`src/rtl/disp_scan_arbiter_pkg.sv`:
```
// Shared types, grant encodings and width helpers for the display scan arbiter.
// Latency: none (declarations only).
// Backpressure: not applicable.
package disp_pkg;

   // Arbiter FSM states
   typedef enum logic [1:0] {
      IDLE   = 2'd0,
      SCAN_A = 2'd1,
      SCAN_B = 2'd2
   } state_e;

   // One-hot grant encodings: bit0 = A, bit1 = B
   localparam logic [1:0] GNT_NONE = 2'b00;
   localparam logic [1:0] GNT_A    = 2'b01;
   localparam logic [1:0] GNT_B    = 2'b10;

   // Bits needed to hold values 0..n-1; never narrower than one bit
   function automatic int width_for(input int n);
      return (n > 1) ? $clog2(n) : 1;
   endfunction

   function automatic logic [1:0] gnt_of(input state_e s);
      case (s)
         SCAN_A:  return GNT_A;
         SCAN_B:  return GNT_B;
         default: return GNT_NONE;
      endcase
   endfunction

endpackage

```
`src/rtl/disp_scan_timer.sv`:
```
// Digit-scan timing: per-slot prescaler, digit index, frame_end and blanking strobes.
// Latency: strobes are combinational from the counter registers.
// Backpressure: none; free-running while i_clr is low, held at zero while i_clr is high.
//
// Ports:
//   i_clk, i_rst   clock and synchronous active-high reset
//   i_clr          synchronous clear (counters forced to 0, strobes suppressed)
//   o_dig          current digit index 0..DIGITS-1
//   o_frame_end    last cycle of the last digit slot
//   o_blank        cycle lies inside the anode-off window at the start of a slot
module disp_scan_timer
   import disp_pkg::*;
#(
   parameter  int DIGITS    = 2,
   parameter  int CLK_DIV   = 50000,
   parameter  int BLANK_CYC = 500,
   localparam int CNT_W     = width_for(CLK_DIV),
   localparam int DIG_W     = width_for(DIGITS)
) (
   input  logic             i_clk,
   input  logic             i_rst,
   input  logic             i_clr,
   output logic [DIG_W-1:0] o_dig,
   output logic             o_frame_end,
   output logic             o_blank
);

   logic [CNT_W-1:0] r_cnt;
   logic [DIG_W-1:0] r_dig;
   logic             w_slot_end;
   logic             w_last_dig;

   assign w_slot_end  = !i_clr && (r_cnt == CNT_W'(CLK_DIV - 1));
   assign w_last_dig  = (r_dig == DIG_W'(DIGITS - 1));
   assign o_frame_end = w_slot_end && w_last_dig;
   assign o_blank     = (int'(r_cnt) < BLANK_CYC);
   assign o_dig       = r_dig;

   always_ff @(posedge i_clk) begin
      if (i_rst || i_clr) begin
         r_cnt <= '0;
         r_dig <= '0;
      end else if (w_slot_end) begin
         r_cnt <= '0;
         r_dig <= w_last_dig ? '0 : r_dig + DIG_W'(1);
      end else begin
         r_cnt <= r_cnt + CNT_W'(1);
      end
   end

endmodule

```
`src/rtl/disp_scan_arbiter.sv`:
```
// Round-robin sharing of a multiplexed 7-segment display between requesters A and B.
// Latency: grant one edge after request; an/bcd lag the scan counters by one register.
// Backpressure: a grant is held for at least HOLD_FRAMES frames and only changes at frame end.
//
// Ports:
//   i_clk, i_rst          clock and synchronous active-high reset
//   i_req_a, i_req_b      display requests
//   i_data_a, i_data_b    BCD digits, digit i at [4i+3:4i]
//   i_lzb_en              leading-zero blanking enable
//   o_gnt                 one-hot grant (bit0 = A, bit1 = B, 00 = idle)
//   o_an                  active-low anode select
//   o_bcd                 BCD value of the active digit
module disp_scan_arbiter
   import disp_pkg::*;
#(
   parameter  int DIGITS      = 2,
   parameter  int CLK_DIV     = 50000,
   parameter  int BLANK_CYC   = 500,
   parameter  int HOLD_FRAMES = 100,
   localparam int DIG_W       = width_for(DIGITS),
   localparam int HLD_W       = width_for(HOLD_FRAMES + 1)
) (
   input  logic                i_clk,
   input  logic                i_rst,
   input  logic                i_req_a,
   input  logic                i_req_b,
   input  logic [4*DIGITS-1:0] i_data_a,
   input  logic [4*DIGITS-1:0] i_data_b,
   input  logic                i_lzb_en,
   output logic [1:0]          o_gnt,
   output logic [DIGITS-1:0]   o_an,
   output logic [3:0]          o_bcd
);

   state_e              r_state;
   state_e              w_state_nxt;
   state_e              w_other_state;
   logic [HLD_W-1:0]    r_hold;
   logic                r_last_b;       // 1: B was served most recently
   logic [4*DIGITS-1:0] r_frame_buf;
   logic [1:0]          r_gnt;
   logic [DIGITS-1:0]   r_an;
   logic [3:0]          r_bcd;

   logic [DIG_W-1:0]    w_dig;
   logic                w_frame_end;
   logic                w_blank;
   logic                w_own_req;
   logic                w_oth_req;
   logic                w_hold_done;
   logic                w_enter;
   logic                w_load;
   logic [4*DIGITS-1:0] w_src_dat;
   logic [DIGITS-1:0]   w_lzb;
   logic                w_all_zero;
   logic [3:0]          w_digit;
   logic [DIGITS-1:0]   w_an_sel;
   logic                w_lzb_sel;
   logic [1:0]          w_gnt_nxt;
   logic [DIGITS-1:0]   w_an_nxt;
   logic [3:0]          w_bcd_nxt;

   disp_scan_timer #(
      .DIGITS    (DIGITS),
      .CLK_DIV   (CLK_DIV),
      .BLANK_CYC (BLANK_CYC)
   ) u_timer (
      .i_clk       (i_clk),
      .i_rst       (i_rst),
      .i_clr       (r_state == IDLE),
      .o_dig       (w_dig),
      .o_frame_end (w_frame_end),
      .o_blank     (w_blank)
   );

   assign w_own_req     = (r_state == SCAN_B) ? i_req_b : i_req_a;
   assign w_oth_req     = (r_state == SCAN_B) ? i_req_a : i_req_b;
   assign w_other_state = (r_state == SCAN_A) ? SCAN_B : SCAN_A;
   // hold_cnt counts completed frames; this frame_end completes one more
   assign w_hold_done   = (int'(r_hold) + 1 >= HOLD_FRAMES);

   // ---------------- FSM: state register ----------------
   always_ff @(posedge i_clk) begin
      if (i_rst) r_state <= IDLE;
      else       r_state <= w_state_nxt;
   end

   // ---------------- FSM: next-state logic ----------------
   always_comb begin
      w_state_nxt = r_state;
      case (r_state)
         IDLE: begin
            if (i_req_a && i_req_b) w_state_nxt = r_last_b ? SCAN_A : SCAN_B;
            else if (i_req_a)       w_state_nxt = SCAN_A;
            else if (i_req_b)       w_state_nxt = SCAN_B;
         end
         SCAN_A, SCAN_B: begin
            // decisions only at frame boundaries so a frame is never cut short
            if (w_frame_end) begin
               if (!w_own_req)                    w_state_nxt = w_oth_req ? w_other_state : IDLE;
               else if (w_hold_done && w_oth_req) w_state_nxt = w_other_state;
            end
         end
         default: w_state_nxt = IDLE;
      endcase
   end

   // ---------------- arbitration / frame buffer state ----------------
   assign w_enter   = (w_state_nxt != IDLE) && (w_state_nxt != r_state);
   assign w_load    = (w_state_nxt != IDLE) && ((r_state == IDLE) || w_frame_end);
   assign w_src_dat = (w_state_nxt == SCAN_B) ? i_data_b : i_data_a;

   always_ff @(posedge i_clk) begin
      if (i_rst) begin
         r_hold      <= '0;
         r_last_b    <= 1'b1;
         r_frame_buf <= '0;
      end else begin
         if (w_enter)
            r_hold <= '0;
         else if (w_frame_end && (r_hold != HLD_W'(HOLD_FRAMES)))
            r_hold <= r_hold + HLD_W'(1);
         if (w_enter)
            r_last_b <= (w_state_nxt == SCAN_B);
         if (w_load)
            r_frame_buf <= w_src_dat;
      end
   end

   // ---------------- leading-zero blanking ----------------
   // Digit i blanks when it and every higher digit are zero; scan from the top down.
   always_comb begin
      w_lzb      = '0;
      w_all_zero = 1'b1;
      for (int i = DIGITS - 1; i > 0; i--) begin
         w_all_zero = w_all_zero && (r_frame_buf[4*i +: 4] == 4'd0);
         w_lzb[i]   = i_lzb_en && w_all_zero;
      end
   end

   // ---------------- FSM: output logic ----------------
   always_comb begin
      w_digit   = '0;
      w_an_sel  = '1;
      w_lzb_sel = 1'b0;
      for (int i = 0; i < DIGITS; i++) begin
         if (w_dig == DIG_W'(i)) begin
            w_digit   = r_frame_buf[4*i +: 4];
            w_an_sel  = ~(DIGITS'(1) << i);
            w_lzb_sel = w_lzb[i];
         end
      end

      w_gnt_nxt = gnt_of(w_state_nxt);
      w_an_nxt  = '1;
      w_bcd_nxt = '0;
      if (r_state != IDLE) begin
         // bcd is driven during blanking too, so it is settled before the anode turns on
         w_bcd_nxt = w_digit;
         if (!w_blank && !w_lzb_sel) w_an_nxt = w_an_sel;
      end
   end

   always_ff @(posedge i_clk) begin
      if (i_rst) begin
         r_gnt <= GNT_NONE;
         r_an  <= '1;
         r_bcd <= '0;
      end else begin
         r_gnt <= w_gnt_nxt;
         r_an  <= w_an_nxt;
         r_bcd <= w_bcd_nxt;
      end
   end

   assign o_gnt = r_gnt;
   assign o_an  = r_an;
   assign o_bcd = r_bcd;

endmodule

```
`config.mk`:
```
export PLATFORM = sky130hd
export DESIGN_NAME = disp_scan_arbiter
export DESIGN_NICKNAME = d
export VERILOG_FILES = /design/src/rtl/disp_scan_arbiter_pkg.sv /design/src/rtl/disp_scan_timer.sv /design/src/rtl/disp_scan_arbiter.sv
export SDC_FILE = /design/constraint.sdc
export NUM_CORES = 1
export LEC_CHECK = 0
export ABC_AREA = 1
export BUFFER_PORTS_ARGS = -buffer_cell sky130_fd_sc_hd__buf_2
export CORE_AREA = 2 2 78 110
export CTS_CLUSTER_SIZE = 25
export DETAILED_ROUTE_END_ITERATION = 10
export DIE_AREA = 0 0 80 112
export PLACE_DENSITY = 0.48
export SLEW_MARGIN = 20
export SYNTH_ARGS = -nofsm -noshare
export SYNTH_HDL_FRONTEND = slang
export SYNTH_SLANG_ARGS = --single-unit
```
`constraint.sdc`:
```
create_clock -name i_clk -period 6.95 [get_ports i_clk]
set_input_delay 1.7375 -clock i_clk [delete_from_list [all_inputs] [get_ports i_clk]]
set_output_delay 1.7375 -clock i_clk [all_outputs]
set_load 0.01 [all_outputs]
```
==> results of run 1 <==
-- worst max-delay path by stage --
stage | startpoint | cells past startpoint | slack (ns) | end
final | i_req_b | 15 | 3.79 | r_hold[5]
after global routing | i_req_b | 15 | 3.46 | r_hold[5]
after CTS | i_req_b | 15 | 3.75 | r_hold[5]
after detailed placement | i_req_b | 15 | 3.45 | r_hold[5]
after global placement | i_req_b | 16 | 3.51 | r_frame_buf[1]
after floorplan | i_req_b | 16 | 3.74 | r_frame_buf[0]
-- cell type report --
type                            instances  area share, %
Multi-Input combinational cell        240           47.1
Sequential cell                        43           31.7
Inverter                               44           6.09
Timing Repair Buffer                   28           5.16
Clock buffer                            6           4.75
Tap cell                              102           4.70
Clock inverter                          2          0.461
-- power groups by stage --
stage                     logic [mW]  registers [mW]  clock network (mW)
after floorplan                0.135           0.287                   0
after global placement         0.169           0.288                   0
after detailed placement       0.168           0.288                   0
after CTS                      0.169           0.282               0.239
after global routing           0.195           0.286               0.249
final                          0.165           0.282               0.231
-- per-layer routing --
metal / share of wire (%) / vias up
met2: 50 / 36
li1: - / 1108
met3: 3.4 / 10
met5: 0 / -
met1: 44 / 884
met4: 3.1 / 0
-- synth_stat cells (all sizes together) --
cell    count
nand2      96
nor2       57
dfxtp      43
inv        43
o21ai      17
a21oi      16
nand3       9
ha          7
nor3        7
nand4       6
nor3b       5
o211ai      4
a31oi       3
xor2        3
and3        2
buf         2
clkbuf      2
or2         2
a211oi      1
a21boi      1
clkinv      1
nor4        1
o21a        1
o21bai      1
o311a       1
-- per-stage QoR --
step	utilization (%)	power [mW]	setup slack (ns)
2_1_floorplan	-	0.422	3.74
5_1_grt	33.9	0.730	3.46
4_1_cts	33.9	0.690	3.75
3_3_place_gp	32.1	0.457	3.51
6_report	33.9	0.679	3.79
3_5_place_dp	32.1	0.456	3.45
-- cell usage in the layout, fill, tap and decap left out, types with 2 or more instances in the layout --
| cell type | synthesis | layout |
|---|---|---|
| nor3b_1 | 5 | 5 |
| o211ai_1 | 4 | 4 |
| ha_1 | 7 | 7 |
| nand3_4 | 2 | 2 |
| nor2_1 | 51 | 51 |
| nand2_2 | 7 | 7 |
| xor2_1 | 3 | 3 |
| nor3_1 | 7 | 7 |
| nor2_2 | 3 | 3 |
| inv_2 | 4 | 4 |
| nor2_4 | 2 | 2 |
| nand4_1 | 6 | 6 |
| a21oi_1 | 15 | 15 |
| buf_2 | 0 | 28 |
| clkbuf_16 | 0 | 5 |
| o21ai_0 | 14 | 14 |
| nand2_1 | 85 | 85 |
| inv_1 | 39 | 39 |
| and3_1 | 2 | 2 |
| o21ai_1 | 2 | 2 |
| dfxtp_1 | 43 | 43 |
| nand3_1 | 6 | 6 |
| or2_2 | 2 | 2 |
| nand2_4 | 4 | 4 |
| a31oi_1 | 3 | 3 |
-- logic make-up after synthesis --
logic type | count (synthesis)
simple gates | 185
flops | 43
buf+inv | 48
fa+ha+maj | 7
compound gates | 45
xor+xnor | 3
-- sequential cells by signal, indices dropped and copies added (netlist names) --
register / flops
o_an: 2
o_bcd: 4
o_gnt: 2
r_frame_buf: 8
r_hold: 7
r_last_b: 1
r_state: 2
u_timer.o_dig: 1
u_timer.r_cnt: 16
-- worst register-to-register path, delay by kind of cell, from the launching register on --
family | cells | cell delay, ns
flops | 1 | 0.50
fa+ha+maj | 1 | 0.30
compound gates | 2 | 0.36
simple gates | 11 | 1.32
buf+inv | 1 | 0.11
==> metrics.yaml, run 1 <==
status: "completed"
final-hold-violation-count: 0
dp.cells: 457
setup-tns-final_ns: 0
clkPwrFrac_pct: 34.0
path_cells: "buf_2 > inv_1 > o21ai_0 > inv_1 > nor2_1 > a21oi_1 > nand2_1 > nand2_1 > nand2_1 > nand2_2 > nand2_4 > nor2_8 > a21oi_2 > nand3_2 > nor2_1"
drv_cap: 0
drive_gt1_share_pct: 17.9
die-area_mm2: 0.00896
cp_data_arrival_time_ns: 3.39
worstPathMaxFanout: 10
sequentialPowerShare_pct: 41.6
areaGrowthSynthToFinish_pct: 16.4
avgSynthCellArea_um2: 7.04
numPortBuffers: 28
worst_r2r_endpoint: "r_hold[5]"
cp_top_family: "simple AND/OR/NAND/NOR gates"
core_area_mm2: 0.00800
dp_hpwl_mm: 3.73
post_dp_cell_area_mm2: 0.00257
hold_buffers: 0
postCtsSetupRepairBufs: 0
netlist_top_cells_area: "dfxtp_1 (37%), nand2_1 (14%), nor2_1 (8.2%)"
synthesis.instances: 331
grt_pass1_vias: 2010
synth_nets: 359
drc: 0
crit_path_frequent_cell: "nand2_1"
slew_viol_final: 0
grt_usage_pct: 12.5
min_to: "u_timer.r_cnt[0]"
wl_mm: 4.84
initial_core_util_pct: 29.1
gr-max-usage-layer: "met2"
chipHeight_um: 112
relSlewSlack_pct: 65.2
p_leak_nw: 1.21
synth_cell_type_count: 37
num_rows: 39
worstHoldStart: "u_timer.r_cnt[0]"
yosysSeqAreaShare_pct: 36.9
grt-ovfl-total: 0
gp_congestion: 0.776
power_frac_comb_pct: 24.4
clockBufferDepth: 2
critical_path_required_ns: 7.18
setup_viol: 0
nets: 390
rsz0062_at_grt: "no"
ys.warnings.count: 0
regArea_um2: 861
antenna_found_initial: 0
path_class: "in -> reg"
num_vias: 2038
synthMuxAreaShare_pct: 0
fillers: 891
ant_nets: 0
final_cell_count_no_fill: 465
hold_depth: 1
yosys.area_share.simple_pct: 38.3
hold_class: "reg -> reg"
internal-power_uw: 461
antenna_cells: 0
die_w_um: 80
synth_top_family_by_area: "simple AND/OR/NAND/NOR gates"
grtUsageMet2_pct: 21.3
switchingPower_uw: 217
endpoint_kind: "flip-flop"
cts_buffers: 5
netlist_area_mm2: 0.00233
cts_htree_levels: 2
tightestPinTransition_ns: 0.521
hold_slack_ns: 0.451
synth-xor-area-share_pct: 1.13
cts_resized: 0
fin_crit_ns: 3.16
wl_per_cell_um: 10.4
clk_latency_ns: 0.29
max_freq_mhz: 316
cpPeakStageDelay_ns: 0.31
rrSetupSlack_ns: 4.30
slowest_stage: "o21ai_0"
synth_compound_area_share_pct: 11.7
drtPass1Iterations: 4
drt_iter0_drc: 113
synthAdderAreaFrac_pct: 3.76
netSwitchingFraction_pct: 32.0
worstRegToRegCells: 15
postLayoutCellArea_mm2: 0.00271
yosysTopAreaCell: "dfxtp_1"
path_clk_slew_ns: 0.06
cp_num_buf_inv: 3
multiInputGateArea_mm2: 0.00128
grtUsageMet1_pct: 14.2
ir_drop_mv: 0.113
fin_crit_sh_pct: 45.5
clock_sinks: 43
start_kind: "input pin"
power_density_mw_per_mm2: 250
pin_count: 29
cts_tree: "done"
ctsRootBufferMaster: "clkbuf_16"
synth_top_cell_area_share_pct: 36.9
grt_use_met3_pct: 2.92
ys_ff_latch: 43
grt_pass1_wl_mm: 8.89
reg2reg_from: "r_state[0]"
grt_start_max_net_pins: 17
fin_skew_ns: 0.00378
vias_per_cell: 4.38
Note: power is estimated with default switching activity, not from simulation.
==> run 2: changes to the inputs <==
- PLACE_DENSITY: 0.48 -> 0.49
- clock period: 6.95 -> 2.9 ns (I/O delays scaled with it)
==> run 2 against run 1 <==
Net effect:
- worst hold slack better by 0.0088 ns
- sequential share of layout area is 0.056 points lower
- global-route usage decreased by 0.47 points
- non-clock buffer count unchanged
- clock power rose by 150%
- first-iteration DRC count decreased by 36%
- combinational power rose by 140%
- critical path type is now reg -> reg
==> metrics.yaml, run 2 (synthesis gave the netlist of run 1 again) <==
num_vias: 2040
dp_hpwl_mm: 3.81
switchingPower_uw: 534
post_dp_cell_area_mm2: 0.00257
fin_crit_sh_pct: 88.5
drv_cap: 0
path_clk_slew_ns: 0.06
drtPass1Iterations: 4
final-hold-violation-count: 0
hold_slack_ns: 0.460
status: "completed"
core_area_mm2: 0.00800
wl_mm: 4.79
crit_path_frequent_cell: "nand2_1"
cpPeakStageDelay_ns: 0.40
cp_num_buf_inv: 1
antenna_cells: 0
areaGrowthSynthToFinish_pct: 16.8
num_rows: 39
worstPathMaxFanout: 10
cp_top_family: "simple AND/OR/NAND/NOR gates"
antenna_found_initial: 0
fin_skew_ns: 0.00397
gp_congestion: 0.785
drt_iter0_drc: 72
netSwitchingFraction_pct: 32.5
worstHoldStart: "u_timer.r_cnt[0]"
grt_start_max_net_pins: 17
start_kind: "flip-flop"
internal-power_mw: 1.11
layout_common_cells: "nand2_1 (85), nor2_1 (51), dfxtp_1 (42)"
chipHeight_um: 112
initial_core_util_pct: 29.1
grt-ovfl-total: 0
nets: 390
fin_crit_ns: 2.57
clock_sinks: 43
grt_pass1_wl_mm: 8.66
path_cells: "inv_1 > ha_1 > nor2_1 > nand2_1 > nor2_2 > nand4_1 > a31oi_1 > nand2_1 > nand2_1 > nand2_2 > nand2_4 > nor2_8 > a21oi_2 > nand3_2 > nor2_1"
clkPwrFrac_pct: 34.8
regMostFlops: "u_timer.r_cnt"
die_w_um: 80
cts_buffers: 5
layout_commonest_cell: "nand2_1"
setup-tns-final_ns: 0
grt_pass1_vias: 1945
drc: 0
top_regs: "u_timer.r_cnt (16), r_frame_buf (8), r_hold (7)"
rrSetupSlack_ns: 0.33
power_density_mw_per_mm2: 604
slowest_stage: "dfxtp_1"
cts_resized: 0
numPortBuffers: 28
setup_viol: 0
vias_per_cell: 4.39
largest_reg_flops: 16
sequentialPowerShare_pct: 41.1
cts_htree_levels: 2
drive_gt1_share_pct: 18.5
die-area_mm2: 0.00896
tightestPinTransition_ns: 0.519
cp_data_arrival_time_ns: 2.79
reg2reg_from: "r_state[1]"
ant_nets: 0
ctsRootBufferMaster: "clkbuf_16"
clk_latency_ns: 0.29
clockBufferDepth: 2
max_freq_mhz: 389
ir_drop_mv: 0.319
slew_viol_final: 0
critical_path_required_ns: 3.12
pin_count: 29
path_class: "reg -> reg"
relSlewSlack_pct: 65.3
postLayoutCellArea_mm2: 0.00272
endpoint_kind: "flip-flop"
hold_buffers: 0
hold_class: "reg -> reg"
grt_usage_pct: 12.1
postCtsSetupRepairBufs: 0
cts_tree: "done"
power_frac_comb_pct: 24.2
rsz0062_at_grt: "no"
wl_per_cell_um: 10.3
crit_start: "r_state[1]"
p_leak_nw: 1.21
-- run 2: cell count changes in the layout (fill, tap and decap cells not counted), sizes merged --
cell	previous run	this run
clkinv	2	1
clkbuf	6	5
clkinvlp	1	2
inv	43	44
-- run 2: final timing paths --
path,endpoint,cells past startpoint
worst min-delay path,u_timer.r_cnt[0],1
worst max-delay path,r_hold[5],15
worst min register to register,u_timer.r_cnt[0],1
worst max register to register,r_hold[5],15
-- run 2: routing by layer --
metal	wire length (um)	vias up	global-route usage, %
met5	0	-	0
met4	104	0	5.08
met3	132	6	2.19
met2	2470	32	21.5
li1	-	1110	-
met1	2080	892	13.8
-- run 2: power by group through the flow --
stage                     clock network [mW]  registers [mW]  logic (mW)
after floorplan                            0           0.687       0.324
after global routing                   0.612           0.684       0.467
final                                  0.572           0.676       0.398
after detailed placement                   0           0.690       0.404
after global placement                     0           0.688       0.403
after CTS                              0.592           0.676       0.406
-- run 2: area by class of cell --
cell class	count	area (um^2)
fill	908	5280
timing repair buffer	28	140
clock inverter	3	23.8
inverter	44	165
clock buffer	5	125
sequential	43	862
multi-input combinational	240	1280
tap	102	128
-- run 2: stage by stage --
stage / instances / total power [mW] / setup WS [ns] / utilization (%)
2_1_floorplan: 331 / 1.01 / 0.614 / -
3_3_place_gp: 457 / 1.09 / 0.329 / 32.1
3_5_place_dp: 457 / 1.09 / 0.271 / 32.1
4_1_cts: 465 / 1.67 / 0.261 / 34.0
5_1_grt: 465 / 1.76 / 0.0278 / 34.0
6_report: 465 / 1.64 / 0.333 / 34.0
==> run 3: changes to the inputs <==
- RECOVER_POWER: unset -> 25
==> run 3 against run 2 <==
Net effect:
- critical path depth is the same
- clock skew hardly changed
- register-to-register slack about the same
- die area did not move
- sequential power about the same
- worst setup slack barely moved
- global-route usage did not move
- via count increased by 0.20%
- count of clock-buffer cells in the layout stayed put
- maximum frequency is essentially flat
- sequential share of layout area grew 0.12 points
- critical path type unchanged
- highest routed layer unchanged
==> metrics.yaml, run 3 (synthesis gave the netlist of run 1 again) <==
ctsRootBufferMaster: "clkbuf_16"
antenna_found_initial: 0
drv_cap: 0
cts_buffers: 5
crit_start: "r_state[1]"
chipHeight_um: 112
grt_pass1_wl_mm: 8.66
wl_mm: 4.80
wl_per_cell_um: 10.3
grt_pass1_vias: 1945
layout_common_cells: "nand2_1 (85), nor2_1 (51), dfxtp_1 (42)"
fin_skew_ns: 0.00405
status: "completed"
drc: 0
setup-tns-final_ns: 0
grt_usage_pct: 12.1
cp_data_arrival_time_ns: 2.79
rsz0062_at_grt: "no"
areaGrowthSynthToFinish_pct: 16.4
post_dp_cell_area_mm2: 0.00257
die_w_um: 80
antenna_cells: 0
fin_crit_ns: 2.57
start_kind: "flip-flop"
cts_htree_levels: 2
clk_latency_ns: 0.29
fillers: 911
slew_viol_final: 0
pin_count: 29
grt_start_max_net_pins: 17
final-hold-violation-count: 0
clock_sinks: 43
worstRegToRegCells: 15
drt_iter0_drc: 72
initial_core_util_pct: 29.1
postLayoutCellArea_mm2: 0.00271
grt-ovfl-total: 0
max_freq_mhz: 390
num_rows: 39
tightestPinTransition_ns: 0.520
core_area_mm2: 0.00800
rrSetupSlack_ns: 0.33
cts_tree: "done"
worst_r2r_endpoint: "r_hold[5]"
hold_slack_ns: 0.460
num_vias: 2044
drive_gt1_share_pct: 16.3
path_class: "reg -> reg"
regMostFlops: "u_timer.r_cnt"
power_density_mw_per_mm2: 605
worstPathMaxFanout: 10
p_leak_nw: 1.18
final_core_util_pct: 33.9
nets: 390
ant_nets: 0
vias_per_cell: 4.40
reg2reg_from: "r_state[1]"
critical_path_required_ns: 3.12
ir_drop_mv: 0.316
drtPass1Iterations: 4
setup_viol: 0
crit_path_end: "r_hold[5]"
top_regs: "u_timer.r_cnt (16), r_frame_buf (8), r_hold (7)"
die-area_mm2: 0.00896
largest_reg_flops: 16
clockBufferDepth: 2
endpoint_kind: "flip-flop"
fin_crit_sh_pct: 88.5
finalPower_mw: 1.64
gp_congestion: 0.785
relSlewSlack_pct: 65.2
numPortBuffers: 28
path_clk_slew_ns: 0.06
dp_hpwl_mm: 3.81
hold_class: "reg -> reg"
layout_commonest_cell: "nand2_1"
## run 3: worst min path at each step
stage | start | to | slack (ns) | cells past startpoint
after CTS | u_timer.r_cnt[0] | u_timer.r_cnt[0] | 0.47 | 1
final | u_timer.r_cnt[0] | u_timer.r_cnt[0] | 0.46 | 1
after global placement | u_timer.r_cnt[0] | u_timer.r_cnt[0] | 0.44 | 1
after detailed placement | u_timer.r_cnt[0] | u_timer.r_cnt[0] | 0.45 | 1
after global routing | u_timer.r_cnt[0] | u_timer.r_cnt[0] | 0.48 | 1
after floorplan | u_timer.r_cnt[0] | u_timer.r_cnt[0] | 0.42 | 1
## run 3: power by group
| group | switching [mW] | internal (mW) | leakage [nW] |
|---|---|---|---|
| clock network | 0.247 | 0.322 | 0.0664 |
| logic | 0.258 | 0.138 | 0.766 |
| registers | 0.0276 | 0.648 | 0.350 |
## run 3: metal layers
layer	part of all wire, %	vias to the layer above	track usage, %
met1	43	895	13.8
met4	2.2	0	5.08
met5	0	-	0
li1	-	1111	-
met2	52	32	21.5
met3	2.9	6	2.19
## run 3: timing repair
action,4_1_cts,5_1_grt
hold endpoints to repair,0,0
resized for setup,0,3
setup endpoints to repair,0,12
hold buffers,0,0
setup buffers,0,0
## run 3: final cells by class
type | count | area [um^2] | area share, %
inverter | 44 | 165 | 6.09
clock inverter | 3 | 23.8 | 0.876
clock buffer | 5 | 125 | 4.61
sequential | 43 | 862 | 31.8
timing repair buffer | 28 | 130 | 4.80
tap | 102 | 128 | 4.70
multi-input combinational | 240 | 1280 | 47.1
## run 3: stage by stage
stage,cells,worst slack (ns)
global route,465,0.0278
global placement,457,0.329
detailed placement,457,0.271
floorplan,331,0.614
finish,465,0.333
CTS,465,0.261
## run 3: critical path, cell delays in order (launching register included)
cell and delay [ns]:
dfxtp_1 0.40, inv_1 0.14, ha_1 0.29, nor2_1 0.12, nand2_1 0.07, nor2_2 0.16
nand4_1 0.20, a31oi_1 0.20, nand2_1 0.07, nand2_1 0.07, nand2_2 0.07, nand2_4 0.14
nor2_8 0.07, a21oi_2 0.16, nand3_2 0.19, nor2_1 0.14
